$ cat src/rtl/kgp_exec_sequencer_if.sv
// ---------------------------------------------------------------------------
// kgp_exec_sequencer_if
// Bundles every non-clock/reset signal between the KGP-RISC execution
// sequencer and the rest of the core (decoder, ALU, branch logic, data
// memory, register file).
//   master : the sequencer. It drives pc, flags, strobes, status and retired.
//   slave  : the core or testbench side. It drives start, decoded instruction
//            fields, ALU flags, pcn_in and mem_ack.
// ---------------------------------------------------------------------------
interface kgp_exec_sequencer_if #(
  parameter int PC_W = 32
);
  // core -> sequencer
  logic            start;
  logic [2:0]      opcode;
  logic [3:0]      func_code;
  logic            is_load;
  logic            is_store;
  logic            sets_flags;
  logic            alu_carry;
  logic            alu_zero;
  logic            alu_sign;
  logic [PC_W-1:0] pcn_in;
  logic            mem_ack;
  // sequencer -> core
  logic [PC_W-1:0] pc;
  logic            carry_flag;
  logic            zero_flag;
  logic            sign_flag;
  logic            ir_load;
  logic            mem_req;
  logic            reg_we;
  logic            link_we;
  logic [PC_W-1:0] link_data;
  logic            busy;
  logic            halted;
  logic            fault;
  logic [31:0]     retired;

  modport master (
    input  start, opcode, func_code, is_load, is_store, sets_flags,
           alu_carry, alu_zero, alu_sign, pcn_in, mem_ack,
    output pc, carry_flag, zero_flag, sign_flag, ir_load, mem_req,
           reg_we, link_we, link_data, busy, halted, fault, retired
  );

  modport slave (
    output start, opcode, func_code, is_load, is_store, sets_flags,
           alu_carry, alu_zero, alu_sign, pcn_in, mem_ack,
    input  pc, carry_flag, zero_flag, sign_flag, ir_load, mem_req,
           reg_we, link_we, link_data, busy, halted, fault, retired
  );
endinterface

$ cat src/rtl/kgp_exec_sequencer.sv
// ---------------------------------------------------------------------------
// kgp_exec_sequencer
// Multi-cycle control FSM of the KGP-RISC core. It steps each instruction
// through FETCH, DECODE, EXEC, the optional MEM state and WB. It owns the
// architectural PC, the carry/zero/sign flags and the retired-instruction
// counter. The data-memory wait in MEM is bounded by MEM_TIMEOUT cycles; if
// the bound is exceeded the sequencer enters a sticky FAULT state.
// Ports:
//   clk  : rising-edge clock for all state
//   rst  : synchronous, active-high reset
//   bus  : kgp_exec_sequencer_if.master. Carries the instruction fields, the
//          ALU flags, pcn_in and mem_ack in, and pc, the flags, the strobes,
//          the status bits and retired out.
// ---------------------------------------------------------------------------
module kgp_exec_sequencer #(
  parameter int PC_W        = 32,
  parameter int MEM_TIMEOUT = 15
) (
  input  logic                  clk,
  input  logic                  rst,
  kgp_exec_sequencer_if.master  bus
);

  localparam int CNT_W = (MEM_TIMEOUT < 2) ? 1 : $clog2(MEM_TIMEOUT + 1);
  localparam logic [CNT_W-1:0] WAIT_LAST = CNT_W'(MEM_TIMEOUT - 1);

  typedef enum logic [2:0] {
    S_IDLE, S_FETCH, S_DECODE, S_EXEC, S_MEM, S_WB, S_HALT, S_FAULT
  } state_t;

  state_t          state_q, state_d;
  logic [CNT_W-1:0] wait_q, wait_d;
  logic [PC_W-1:0] pc_q;
  logic [31:0]     retired_q;
  logic            carry_q, zero_q, sign_q;

  logic is_halt_enc;
  assign is_halt_enc = (bus.opcode == 3'b111) && (bus.func_code == 4'b1111);

  // State register and MEM wait counter
  always_ff @(posedge clk) begin
    if (rst) begin
      state_q <= S_IDLE;
      wait_q  <= '0;
    end else begin
      state_q <= state_d;
      wait_q  <= wait_d;
    end
  end

  // Next-state logic
  always_comb begin
    state_d = state_q;
    wait_d  = wait_q;
    case (state_q)
      S_IDLE:   if (bus.start) state_d = S_FETCH;
      S_FETCH:  state_d = S_DECODE;
      S_DECODE: state_d = is_halt_enc ? S_HALT : S_EXEC;
      S_EXEC: begin
        if (bus.is_load || bus.is_store) begin
          state_d = S_MEM;
          wait_d  = '0;
        end else begin
          state_d = S_WB;
        end
      end
      S_MEM: begin
        // An ack in the last allowed cycle still completes the access.
        if (bus.mem_ack)             state_d = S_WB;
        else if (wait_q == WAIT_LAST) state_d = S_FAULT;
        else                          wait_d  = wait_q + CNT_W'(1);
      end
      S_WB:     state_d = S_FETCH;
      S_HALT:   state_d = S_HALT;
      S_FAULT:  state_d = S_FAULT;
      default:  state_d = S_IDLE;
    endcase
  end

  // Architectural state: flags latch on EXEC exit, PC/retired commit in WB
  always_ff @(posedge clk) begin
    if (rst) begin
      pc_q      <= '0;
      retired_q <= '0;
      carry_q   <= 1'b0;
      zero_q    <= 1'b0;
      sign_q    <= 1'b0;
    end else begin
      if (state_q == S_EXEC && bus.sets_flags) begin
        carry_q <= bus.alu_carry;
        zero_q  <= bus.alu_zero;
        sign_q  <= bus.alu_sign;
      end
      if (state_q == S_WB) begin
        pc_q      <= bus.pcn_in;
        retired_q <= retired_q + 32'd1;
      end
    end
  end

  // Moore-decoded outputs
  always_comb begin
    bus.ir_load = 1'b0;
    bus.mem_req = 1'b0;
    bus.reg_we  = 1'b0;
    bus.link_we = 1'b0;
    bus.busy    = 1'b1;
    bus.halted  = 1'b0;
    bus.fault   = 1'b0;
    case (state_q)
      S_IDLE:  bus.busy = 1'b0;
      S_FETCH: bus.ir_load = 1'b1;
      S_MEM:   bus.mem_req = 1'b1;
      S_WB: begin
        // Branch-class opcodes (011/100/101) and stores write no register.
        bus.reg_we  = !bus.is_store &&
                      !(bus.opcode == 3'b011 || bus.opcode == 3'b100 ||
                        bus.opcode == 3'b101);
        bus.link_we = (bus.opcode == 3'b011) && (bus.func_code == 4'b0001);
      end
      S_HALT: begin
        bus.busy   = 1'b0;
        bus.halted = 1'b1;
      end
      S_FAULT: begin
        bus.busy  = 1'b0;
        bus.fault = 1'b1;
      end
      default: ;
    endcase
  end

  assign bus.pc         = pc_q;
  assign bus.link_data  = pc_q + PC_W'(1);
  assign bus.carry_flag = carry_q;
  assign bus.zero_flag  = zero_q;
  assign bus.sign_flag  = sign_q;
  assign bus.retired    = retired_q;

endmodule

$ cat src/flat_wrapper.sv
// flat-port wrapper written by rule: the top's interface ports become plain ports
module kgp_exec_sequencer_flat 
#(
  parameter int PC_W        = 32,
  parameter int MEM_TIMEOUT = 15
)
  (clk, rst, bus_start, bus_opcode, bus_func_code, bus_is_load, bus_is_store, bus_sets_flags, bus_alu_carry, bus_alu_zero, bus_alu_sign, bus_pcn_in, bus_mem_ack, bus_pc, bus_carry_flag, bus_zero_flag, bus_sign_flag, bus_ir_load, bus_mem_req, bus_reg_we, bus_link_we, bus_link_data, bus_busy, bus_halted, bus_fault, bus_retired);
  kgp_exec_sequencer_if #(.PC_W(PC_W)) bus_i ();
  input  logic clk;
  input  logic rst;
  input wire logic [$bits(bus_i.start)-1:0] bus_start;
  input wire logic [$bits(bus_i.opcode)-1:0] bus_opcode;
  input wire logic [$bits(bus_i.func_code)-1:0] bus_func_code;
  input wire logic [$bits(bus_i.is_load)-1:0] bus_is_load;
  input wire logic [$bits(bus_i.is_store)-1:0] bus_is_store;
  input wire logic [$bits(bus_i.sets_flags)-1:0] bus_sets_flags;
  input wire logic [$bits(bus_i.alu_carry)-1:0] bus_alu_carry;
  input wire logic [$bits(bus_i.alu_zero)-1:0] bus_alu_zero;
  input wire logic [$bits(bus_i.alu_sign)-1:0] bus_alu_sign;
  input wire logic [$bits(bus_i.pcn_in)-1:0] bus_pcn_in;
  input wire logic [$bits(bus_i.mem_ack)-1:0] bus_mem_ack;
  output wire logic [$bits(bus_i.pc)-1:0] bus_pc;
  output wire logic [$bits(bus_i.carry_flag)-1:0] bus_carry_flag;
  output wire logic [$bits(bus_i.zero_flag)-1:0] bus_zero_flag;
  output wire logic [$bits(bus_i.sign_flag)-1:0] bus_sign_flag;
  output wire logic [$bits(bus_i.ir_load)-1:0] bus_ir_load;
  output wire logic [$bits(bus_i.mem_req)-1:0] bus_mem_req;
  output wire logic [$bits(bus_i.reg_we)-1:0] bus_reg_we;
  output wire logic [$bits(bus_i.link_we)-1:0] bus_link_we;
  output wire logic [$bits(bus_i.link_data)-1:0] bus_link_data;
  output wire logic [$bits(bus_i.busy)-1:0] bus_busy;
  output wire logic [$bits(bus_i.halted)-1:0] bus_halted;
  output wire logic [$bits(bus_i.fault)-1:0] bus_fault;
  output wire logic [$bits(bus_i.retired)-1:0] bus_retired;
  assign bus_i.start = bus_start;
  assign bus_i.opcode = bus_opcode;
  assign bus_i.func_code = bus_func_code;
  assign bus_i.is_load = bus_is_load;
  assign bus_i.is_store = bus_is_store;
  assign bus_i.sets_flags = bus_sets_flags;
  assign bus_i.alu_carry = bus_alu_carry;
  assign bus_i.alu_zero = bus_alu_zero;
  assign bus_i.alu_sign = bus_alu_sign;
  assign bus_i.pcn_in = bus_pcn_in;
  assign bus_i.mem_ack = bus_mem_ack;
  assign bus_pc = bus_i.pc;
  assign bus_carry_flag = bus_i.carry_flag;
  assign bus_zero_flag = bus_i.zero_flag;
  assign bus_sign_flag = bus_i.sign_flag;
  assign bus_ir_load = bus_i.ir_load;
  assign bus_mem_req = bus_i.mem_req;
  assign bus_reg_we = bus_i.reg_we;
  assign bus_link_we = bus_i.link_we;
  assign bus_link_data = bus_i.link_data;
  assign bus_busy = bus_i.busy;
  assign bus_halted = bus_i.halted;
  assign bus_fault = bus_i.fault;
  assign bus_retired = bus_i.retired;
  kgp_exec_sequencer #(.PC_W(PC_W), .MEM_TIMEOUT(MEM_TIMEOUT)) u_core (.clk(clk), .rst(rst), .bus(bus_i));
endmodule
$ cat config.mk
export PLATFORM = sky130hd
export DESIGN_NAME = kgp_exec_sequencer_flat
export DESIGN_NICKNAME = d
export VERILOG_FILES = /design/src/rtl/kgp_exec_sequencer_if.sv /design/src/rtl/kgp_exec_sequencer.sv /design/src/flat_wrapper.sv
export SDC_FILE = /design/constraint.sdc
export NUM_CORES = 1
export LEC_CHECK = 0
export ABC_AREA = 0
export ABC_CLOCK_PERIOD_IN_PS = 2400
export CELL_PAD_IN_SITES_DETAIL_PLACEMENT = 0
export CELL_PAD_IN_SITES_GLOBAL_PLACEMENT = 1
export CORE_MARGIN = 2
export CORE_UTILIZATION = 31
export CTS_BUF_LIST = sky130_fd_sc_hd__clkbuf_4 sky130_fd_sc_hd__clkbuf_8
export DETAILED_ROUTE_END_ITERATION = 8
export GPL_ROUTABILITY_DRIVEN = 1
export PLACE_DENSITY_LB_ADDON = 0.1
export SLEW_MARGIN = 0
export SYNTH_ARGS = -nofsm -noshare
export SYNTH_HDL_FRONTEND = slang
export SYNTH_SLANG_ARGS = --single-unit
export TNS_END_PERCENT = 100
$ cat constraint.sdc
create_clock -name clk -period 2.4 [get_ports clk]
set_input_delay 0.72 -clock clk [delete_from_list [all_inputs] [get_ports clk]]
set_output_delay 0.72 -clock clk [all_outputs]
set_load 0.05 [all_outputs]
# After elaboration in Yosys (flattened, before gate mapping)
# Cells that the tools add are included.
# Widths: inputs -> output; s select.
dict set report totals {
  regBits 74
  out_inout_bits 106
  inputBits 49
}
dict set report op_classes {
  add_sub_neg 3
  reduce_logical 14
  n_mux 17
  n_eq_ne 19
}
# op count
set ops {}
lappend ops {{$add 32x1->32 const B} 2}
lappend ops {{$pmux 3 s8} 1}
lappend ops {{$eq 3x3->1 const B} 7}
lappend ops {{$mux 3} 4}
lappend ops {{$mux 4} 3}
lappend ops {{$eq 3x2->1 const B} 3}
lappend ops {{$eq 4x4->1 const B} 2}
lappend ops {{$mux 1} 8}
lappend ops {{$pmux 4 s2} 1}
lappend ops {{$ne 2x2->1 const B} 3}
lappend ops {{$add 4x1->4 const B} 1}
lappend ops {{$eq 4x1->1 const B} 1}
lappend ops {{$logic_and 1x1->1} 4}
lappend ops {{$reduce_and 4->1} 1}
lappend ops {{$eq 3x1->1 const B} 1}
lappend ops {{$logic_not 3->1} 1}
lappend ops {{$logic_or 1x1->1} 3}
lappend ops {{$ne 3x2->1 const B} 1}
lappend ops {{$reduce_or 3->1} 1}
lappend ops {{$logic_not 1->1} 2}
lappend ops {{$ne 2x1->1 const B} 1}
lappend ops {{$reduce_and 2->1} 1}
lappend ops {{$reduce_bool 2->1} 1}

# Logic depth before layout (Yosys ltp)
dict set report logic_depth {
  depth_word 6
  mapped_depth 7
  mapped_depth_nobuf 6
}

# Worst setup path before layout
# Ideal clock, no wire load.
dict set report synth_timing {
  kind {input to output}
  startpoint {input bus_opcode[1]}
  endpoint {output bus_reg_we}
  required_ps 1680
  slack_ps -1589
  arrival_time_ps 3269
  path_buffers 0
  cell_stages 3
  cell_sequence {nand2_1 -> nor2_1 -> a2111oi_0}
}
dict set report synth_via {
  elab_chain_cells 6
}
# item line_no
set synth_lines {}
lappend synth_lines {{start: declaration} flat_wrapper.sv:12} ;# input wire logic [$bits(bus_i.opcode)-1:0] bus_opcode;
lappend synth_lines {{$eq 3x2->1 / $eq 3x3->1 (equally long branches)} kgp_exec_sequencer.sv:117} ;# !(bus.opcode == 3'b011 || bus.opcode == 3'b100 ||
lappend synth_lines {{$logic_or 1x1->1} kgp_exec_sequencer.sv:117}
lappend synth_lines {{$logic_or 1x1->1 (*)} kgp_exec_sequencer.sv:117}
lappend synth_lines {{$logic_not 1->1 (*)} kgp_exec_sequencer.sv:117}
lappend synth_lines {{$logic_and 1x1->1 (*)} kgp_exec_sequencer.sv:116} ;# bus.reg_we = !bus.is_store &&
lappend synth_lines {{$mux 1 (*)} kgp_exec_sequencer.sv:110} ;# case (state_q)
lappend synth_lines {{end: declaration} flat_wrapper.sv:28} ;# output wire logic [$bits(bus_i.reg_we)-1:0] bus_reg_we;
# Every way passes the cells marked *; elsewhere a longest branch is shown, timed or not.

# Final worst setup path
dict set report layout_timing {
  startpoint {register u_core.pc_q[17] (netlist: u_core.bus.pc[17])}
  endpoint {output bus_link_data[31]}
}
dict set report layout_via {
  elab_chain_cells 1
}
# item line_no
set layout_lines {}
lappend layout_lines {{start: declaration} kgp_exec_sequencer.sv:33} ;# logic [PC_W-1:0] pc_q;
lappend layout_lines {{start signal: assignment} kgp_exec_sequencer.sv:95} ;# pc_q <= bus.pcn_in;
lappend layout_lines {{$add 32x1->32} kgp_exec_sequencer.sv:134} ;# assign bus.link_data = pc_q + PC_W'(1);
lappend layout_lines {{end: declaration} flat_wrapper.sv:30} ;# output wire logic [$bits(bus_i.link_data)-1:0] bus_link_data;
# Every way passes these cells.

==> metrics.cfg <==
[outcome]
status=finished, violations left
violations=setup timing

[clock_network]
cts_root_buf=clkbuf_8
ctsHoldBuffers=0
numCtsBuffers=9
clk_latency_ps=340
cts_tree=done
cts.path.max_buffers=2
h-tree-depth=3
cts_sinks=74
cts.clk_slew.worst_paths_ps=80

[floorplanning]
die_h_um=115
pin_count=155
rows=40
initial_core_util_pct=31.9
core_um2=12000
dieArea_um2=13300
die-width_um=115

[detailed_routing]
initialDrtViolationCount=122
wirelength_um=12500
dr_total_vias=4232
wl_met3_um=500
ant_nets=0
wl_met2_um=6300
dr.pass1.iters=6
vias_per_cell=5.07
drc=0
routed.top_layer=met4
routedWlPerCell_um=14.9
wl_met1_um=5520

[critical_path]
critPathKind=flip-flop to output port
slowest_delay_ps=340
critical_path.n_buffers_inverters=2
r2r_start=u_core.state_q[2]
crit_family=simple AND/OR/NAND/NOR gates
critPathArrivalTime_ps=2010
end_kind=output port
crit_chain=and4_4 > and3_1 > buf_12 > nand4_1 > xnor2_4 > buf_12
rrSetupSlack_ps=250
startpoint_type=flip-flop
slowest_stage=dfxtp_4
cp_max_fo=12
rr_endpoint=u_core.bus.retired[24]
cpMostUsedCell=buf_12
r2r_cells=6
required_ps=1680

[synthesis]
async_flop_share_pct=0
ys_seq_elements=74
synth_cells=487
syn-cell-area_um2=3830
syn_nets=540
yosysWarnings=0
ys_seq_area_share_pct=38.7
syn_area_per_cell_um2=7.86
synth_flop_cell=dfxtp_1
synth_edf_count=0
synthDistinctLibCells=46

[power_and_ir_drop]
ir_worst_vdd_uv=321
powerDensity_nw_per_um2=377
p_leak_nw=3.16
total_power_mw=2.75

[global_routing]
grt_pass1_wl_um=19600
antenna_found_initial=0
grt_max_degree=37
grt_util_all_layers_pct=18.5
grt_overflow=0
grt_pass1_vias=4018

[finish]
post-route-util_pct=60.8
seqCellArea_um2=1560
multi_input_area_um2=2860
area_growth_syn_to_layout_pct=90.7
layout.nets=735
fillers=1024
drive_gt1_share_pct=31.0
final_common_cell=nand2_1
final_cell_mix=nand2_1 (94), clkdlybuf4s50_1 (71), a21oi_1 (66)
n_antenna_cell=0

[sta]
min_period_over_period_pct=114
slew_headroom_pct=61.2
layout_setup_ws_ps=-331
tns_ps=-4670
max_freq_ghz=0.366
setup_viol=20
final_max_slew_viol_count=0
hold_violations=0
worstMarginPinSlew_ps=582
layout_min_cycle_time_ps=2730
clock_skew_ps=10.2
rsz0062_at_grt=yes

[place]
gp_congestion=0.747
numPortBuffers=154
dpl_worst_slack_ps=-277
place.detailed.hpwl_um=9170

[min_path]
hold_path_end=u_core.bus.carry_flag
worstHoldPathType=flip-flop to flip-flop
worstHoldStart=u_core.bus.carry_flag
hold_depth=2

[run]
cap_violations=0

-- report_power, final --
part | switching, mW | internal, mW
clock network | 0.480 | 0.690
registers | 0.0126 | 1.22
logic | 0.178 | 0.173
total | 0.671 | 2.08
-- per-layer routing --
| metal | track usage, % | vias up |
|---|---|---|
| met2 | 31.2 | 110 |
| met4 | 6.43 | 0 |
| li1 | - | 2132 |
| met5 | 0 | - |
| met1 | 24.3 | 1978 |
| met3 | 2.53 | 12 |
-- worst register-to-register path: stages (launching register included) --
cell and delay (ps):
dfxtp_1 440, nand3b_4 110, buf_4 150, or4_1 500
buf_4 220, or4_1 490, a21oi_1 160
-- worst max-delay path by stage --
stage	from	endpoint	depth (start not counted)	slack [ps]
finish	u_core.bus.pc[17]	bus_link_data[31]	6	-330
detailed placement	bus_opcode[2]	bus_reg_we	4	-280
global route	u_core.bus.pc[1]	bus_link_data[22]	7	-410
floorplan	u_core.bus.pc[6]	bus_link_data[27]	4	-250
global placement	bus_opcode[2]	bus_reg_we	4	-220
CTS	u_core.bus.pc[9]	bus_link_data[31]	6	-330
-- state kept, by name, summed over array words and instances, names as in the netlist --
signal,flops
u_core.bus.carry_flag,1
u_core.bus.pc,32
u_core.bus.retired,32
u_core.bus.sign_flag,1
u_core.bus.zero_flag,1
u_core.state_q,3
u_core.wait_q,4
-- metrics by stage --
stage                     hold slack (ps)  instances  instance area, um^2
after floorplan                       455        487                 4360
after detailed placement              456        800                 6610
after global placement                452        800                 6610
after CTS                             470        829                 7090
final                                 464        834                 7300
after global routing                  504        834                 7300
-- Yosys cell counts, drive strengths merged, types with 4 or more instances --
library cell   n  share of area [%]
dfxtp         74                 39
o31ai         17                3.3
clkbuf        22                2.2
or3            5               0.82
nor2          17                1.7
xnor2         28                6.4
inv           12                1.2
nor4           5                1.1
nand3         31                4.1
buf            8                1.4
nand2         99                9.7
or4           20                4.1
and4           6                1.4
xor2           9                2.1
nor3           6               0.78
ha             4                1.3
nand4b         4                1.1
and3           9                1.5
nand4         16                2.8
o21ai          8                1.0
a21oi         66                8.6
-- cells by family after synthesis --
logic type,Yosys count,share of synthesized area (%)
AND/OR/NAND/NOR,229,31.4
flip-flops,74,38.7
multiplexers,2,0.556
AO/OA/AOI/OAI,99,14.8
buffers and inverters,42,4.74
XOR/XNOR,37,8.46
adder cells (fa/ha/maj),4,1.31
-- final cells by class --
cell class / instances / share of cell area (%)
inverters: 12 / 0.617
multi-input cells: 371 / 39.1
flip-flops and latches: 74 / 21.3
clock buffers: 9 / 1.70
repair buffers: 214 / 33.1
clock inverters: 7 / 1.61
well taps: 147 / 2.52
-- repair_timing --
| item | in CTS | in global routing |
|---|---|---|
| buffers inserted | 13 | 6 |
| resized for setup | 47 | 48 |
| cloned | 0 | 1 |
| endpoints found under the setup margin | 32 | 51 |
| pin swaps | 26 | 25 |
Note: power is estimated with default switching activity, not from simulation.
